[src/rtl/hazard_controller.sv]
// Load-use stall, branch flush and memory-busy freeze sequencing around ID.
// Optional HAZARD_PERF_EN adds stall_cycles/flush_events performance counters.
module hazard_controller #(
  parameter int unsigned LOAD_LATENCY = 1,
  parameter int unsigned FLUSH_CYCLES = 1,
  parameter int unsigned REG_ADDR_W   = 5
) (
  input  logic                  clk,
  input  logic                  rst,
  input  logic                  id_valid,
  input  logic [REG_ADDR_W-1:0] id_rs1_addr,
  input  logic [REG_ADDR_W-1:0] id_rs2_addr,
  input  logic                  id_uses_rs2,
  input  logic                  ex_mem_read,
  input  logic [REG_ADDR_W-1:0] ex_rd_addr,
  input  logic                  branch_taken,
  input  logic                  mem_busy,
  output logic                  pc_write,
  output logic                  if_id_write,
  output logic                  id_ex_write,
  output logic                  ctrl_hazard,
  output logic                  if_id_flush,
  output logic                  id_ex_flush
`ifdef HAZARD_PERF_EN
  ,
  output logic [31:0]           stall_cycles,
  output logic [31:0]           flush_events
`endif
);

  localparam int unsigned CNT_W = $clog2(8);

  typedef enum logic [1:0] {
    RUN      = 2'd0,
    LU_STALL = 2'd1,
    FLUSH    = 2'd2
  } state_e;

  // Entry state/count for each sequence; single-cycle variants stay in RUN.
  localparam state_e            LU_STATE = (LOAD_LATENCY > 1) ? LU_STALL : RUN;
  localparam logic [CNT_W-1:0] LU_CNT    = (LOAD_LATENCY > 1) ? CNT_W'(LOAD_LATENCY - 1) : '0;
  localparam state_e            BR_STATE = (FLUSH_CYCLES > 1) ? FLUSH : RUN;
  localparam logic [CNT_W-1:0] BR_CNT    = (FLUSH_CYCLES > 1) ? CNT_W'(FLUSH_CYCLES - 1) : '0;

  state_e           state_q;
  logic [CNT_W-1:0] cnt_q;
  logic             lu;
  logic             flush_sel;
  logic             stall_sel;

  assign lu = id_valid && ex_mem_read && (ex_rd_addr != '0) &&
              ((ex_rd_addr == id_rs1_addr) || (id_uses_rs2 && (ex_rd_addr == id_rs2_addr)));

  // Branch wins over a stall; FLUSH state ignores new branches.
  assign flush_sel = (state_q == FLUSH) || branch_taken;
  assign stall_sel = (state_q == LU_STALL) || lu;

  always_ff @(posedge clk) begin
    if (rst) begin
      state_q <= RUN;
      cnt_q   <= '0;
    end else if (!mem_busy) begin
      unique case (state_q)
        RUN: begin
          if (branch_taken) begin
            state_q <= BR_STATE;
            cnt_q   <= BR_CNT;
          end else if (lu) begin
            state_q <= LU_STATE;
            cnt_q   <= LU_CNT;
          end
        end
        LU_STALL: begin
          if (branch_taken) begin
            state_q <= BR_STATE;
            cnt_q   <= BR_CNT;
          end else if (cnt_q == CNT_W'(1)) begin
            state_q <= RUN;
            cnt_q   <= '0;
          end else begin
            cnt_q <= cnt_q - CNT_W'(1);
          end
        end
        FLUSH: begin
          if (cnt_q == CNT_W'(1)) begin
            state_q <= RUN;
            cnt_q   <= '0;
          end else begin
            cnt_q <= cnt_q - CNT_W'(1);
          end
        end
        default: begin
          state_q <= RUN;
          cnt_q   <= '0;
        end
      endcase
    end
  end

  always_comb begin
    pc_write    = 1'b1;
    if_id_write = 1'b1;
    id_ex_write = 1'b1;
    ctrl_hazard = 1'b0;
    if_id_flush = 1'b0;
    id_ex_flush = 1'b0;
    if (rst) begin
      pc_write    = 1'b0;
      if_id_write = 1'b0;
      id_ex_write = 1'b0;
      ctrl_hazard = 1'b1;
      if_id_flush = 1'b1;
      id_ex_flush = 1'b1;
    end else if (mem_busy) begin
      pc_write    = 1'b0;
      if_id_write = 1'b0;
      id_ex_write = 1'b0;
    end else if (flush_sel) begin
      ctrl_hazard = 1'b1;
      if_id_flush = 1'b1;
      id_ex_flush = 1'b1;
    end else if (stall_sel) begin
      pc_write    = 1'b0;
      if_id_write = 1'b0;
      ctrl_hazard = 1'b1;
    end
  end

`ifdef HAZARD_PERF_EN
  logic [31:0] stall_q;
  logic [31:0] flush_q;

  // Branches count once on acceptance, not per FLUSH cycle.
  always_ff @(posedge clk) begin
    if (rst) begin
      stall_q <= '0;
      flush_q <= '0;
    end else if (!mem_busy) begin
      if (ctrl_hazard && !if_id_flush && !id_ex_flush) stall_q <= stall_q + 32'd1;
      if (branch_taken && (state_q != FLUSH))          flush_q <= flush_q + 32'd1;
    end
  end

  assign stall_cycles = stall_q;
  assign flush_events = flush_q;
`endif

endmodule

[config.mk]
export PLATFORM = sky130hd
export DESIGN_NAME = hazard_controller
export DESIGN_NICKNAME = d
export VERILOG_FILES = /design/src/rtl/hazard_controller.sv
export SDC_FILE = /design/constraint.sdc
export NUM_CORES = 1
export LEC_CHECK = 0
export CORE_AREA = 2 2 42 44
export DETAILED_ROUTE_END_ITERATION = 10
export DIE_AREA = 0 0 44 46
export PLACE_DENSITY = 0.72
export SYNTH_ARGS = -nofsm -noshare
export SYNTH_HDL_FRONTEND = slang
export SYNTH_SLANG_ARGS = --single-unit
[constraint.sdc]
create_clock -name clk -period 3.9 [get_ports clk]
set_input_delay 0.975 -clock clk [delete_from_list [all_inputs] [get_ports clk]]
set_output_delay 0.975 -clock clk [all_outputs]
set_load 0.01 [all_outputs]
==> impl_metrics.toml <==
[clocking]
insertion_delay_ps = 240
htreeDepth = 1
holdBufCountCts = 0
cts.sinks = 5
path_clk_slew_ps = 40
cts-root-buf = "clkbuf_4"
clockBufferDepth = 2
cts_buffers = 3
cts_tree = "built"

[timing]
period_needed_ps = 3780
finalHoldViolCount = 0
drv_slew = 0
max-slew-margin-rel = 0.829
rsz0062_at_grt = "no"
skew_ps = 2.99
worstMarginPinSlew_ps = 254
fin_tns_setup_ps = 0
timing.fmax_mhz = 265
finalSetupViolations = 0
finalCritPeriodShare = 0.969

[flow_run]
max-cap-violations = 0

[global_route]
grt_max_degree = 9
grt_overflow = 0
grt_pass1_vias = 538
antenna_found_initial = 0
grt_usage = 0.137
grt_pass1_wl_microns = 2040

[die]
die_y_microns = 46
pin_count = 28
start_util = 0.335
row_count = 15
dieArea_sq_um = 2020
fp.coreArea_sq_um = 1610
die_w_microns = 44

[setup_path]
max_stage_delay_ps = 510
crit_path_start_kind = "input pin"
worstPathMaxFanout = 3
path_class = "input pin to primary output"
required_ps = 2920
end_kind = "primary output"
cp_cell_sequence = "clkdlybuf4s50_1 -> or4_1 -> o211ai_2 -> inv_1 -> a21oi_2 -> o31a_1 -> dlygate4sd2_1"
crit_slowest_cell = "or4_1"
arrival_ps = 2800

[detailed_routing]
viasPerCell = 5.05
routed_wl_microns = 1470
vias = 596
drc_errors = 0
avgRoutedWirePerCell_microns = 12.4
drtAntennaViolNets = 0
firstDrtPassIters = 4
drt_iter0_drc = 6

[placement]
io_buffers = 27
hpwl_microns = 1240
place_inst = 114
gp_congestion = 0.754

[power]
pwr-share-clk = 0.339
finalPower_mw = 0.172
p_sw_frac = 0.250
pwr-share-comb = 0.364
power.leakage_nw = 0.350
pwr-share-seq = 0.298
p_sw_mw = 0.0431
ir_drop_v = 0.000173
power_density_nw_per_um2 = 195
p_int_mw = 0.129

[layout]
syn_to_final_growth_pct = 63.7
final_cells = 118
post-route-util = 0.548
fillCellCount = 157
diodes = 0
final_common_cell = "clkdlybuf4s50_1"
final_nets = 129
final_cell_mix = "clkdlybuf4s50_1, xnor2_1, inv_1, buf_4"
drive_gt1_frac = 0.129

[synth]
ys_ff_latch = 5
synth.distinct_cells = 31
synthCells = 67
synth_top_area_frac = 0.185
async_flop_share = 0
yosysWarnings = 0
synth_seq_area_share = 0.185
synth-edff-count = 0
synth_ff_type = "dfxtp_1"
yosys-top-cells-area = "dfxtp_1, xnor2_1, ha_1, inv_1, nand2b_1"
synth_area_sq_um = 541
syn_nets = 94
syn_avg_cell_area_sq_um = 8.07
synth_largest_area_cell = "dfxtp_1"

[worst_hold_path]
holdCritPathClass = "flop to flop"

[status]
status = "finished clean"
[repair_timing]
item / 4_1_cts / 5_1_grt
setup buffers: 0 / 0
setup endpoints to repair: 3 / 0
resized for setup: 4 / 0
[worst max-delay path: cells and delay by family]
| family | cells | cell delay, ps |
|---|---|---|
| AO/OA/AOI/OAI | 3 | 490 |
| buffers and inverters | 3 | 820 |
| AND/OR/NAND/NOR | 1 | 510 |
[logic make-up after synthesis]
| kind of cell | synth area share |
|---|---|
| adders and majority gates | 0.116 |
| and+or+nand+nor | 0.194 |
| muxes | 0.0394 |
| xor gates and xnor gates | 0.162 |
| buffers and inverters | 0.0764 |
| DFF | 0.185 |
| AOI/OAI and AO/OA | 0.227 |
[per-stage QoR]
step | area [sq um] | hold slack [ps] | setup slack (ps)
finish | 885 | 504 | 122
global route | 885 | 530 | 26.1
CTS | 885 | 509 | 105
detailed placement | 858 | 503 | -190
global placement | 858 | 494 | -130
floorplan | 541 | 469 | 669
[path summary, 6_finish.rpt]
check / to / slack, ps / cells after the start / from
min: state_q[1] / 500 / 2 / state_q[1]
max reg2reg: cnt_q[0] / 2250 / 6 / state_q[1]
max: pc_write / 120 / 7 / ex_rd_addr[3]
min reg2reg: state_q[1] / 500 / 2 / state_q[1]
[Yosys cell counts, drive strengths merged (3+ instances only)]
library cell,instances
xnor2,10
inv,6
nor2,6
dfxtp,5
ha,5
a21oi,3
nand2,3
nand2b,3
[routing by layer]
metal  up-vias  track usage  share of wire
met1       267        0.137           0.41
li1        307            -              -
met5         -            0              0
met2        22        0.262           0.49
met4         0       0.0545              0
met3         0       0.0437          0.094
[flip-flops by register name, indices dropped and copies added (netlist names)]
register and count:
cnt_q 3, state_q 2
[final cells by class]
type	count	area (sq um)	area share
inverters	6	22.5	0.0255
well taps	17	21.3	0.0240
flip-flops and latches	5	100	0.113
multi-input cells	53	403	0.455
clock buffers	4	26.3	0.0297
repair buffers	33	312	0.352
[power by group through the flow]
stage | Combinational, mW | Clock [mW] | Sequential, mW
final | 0.0626 | 0.0583 | 0.0513
after global routing | 0.0670 | 0.0628 | 0.0513
after CTS | 0.0630 | 0.0624 | 0.0513
after detailed placement | 0.0637 | 0 | 0.0522
after global placement | 0.0625 | 0 | 0.0522
after floorplan | 0.0250 | 0 | 0.0522
No activity file was read; power rests on OpenSTA's default activity.
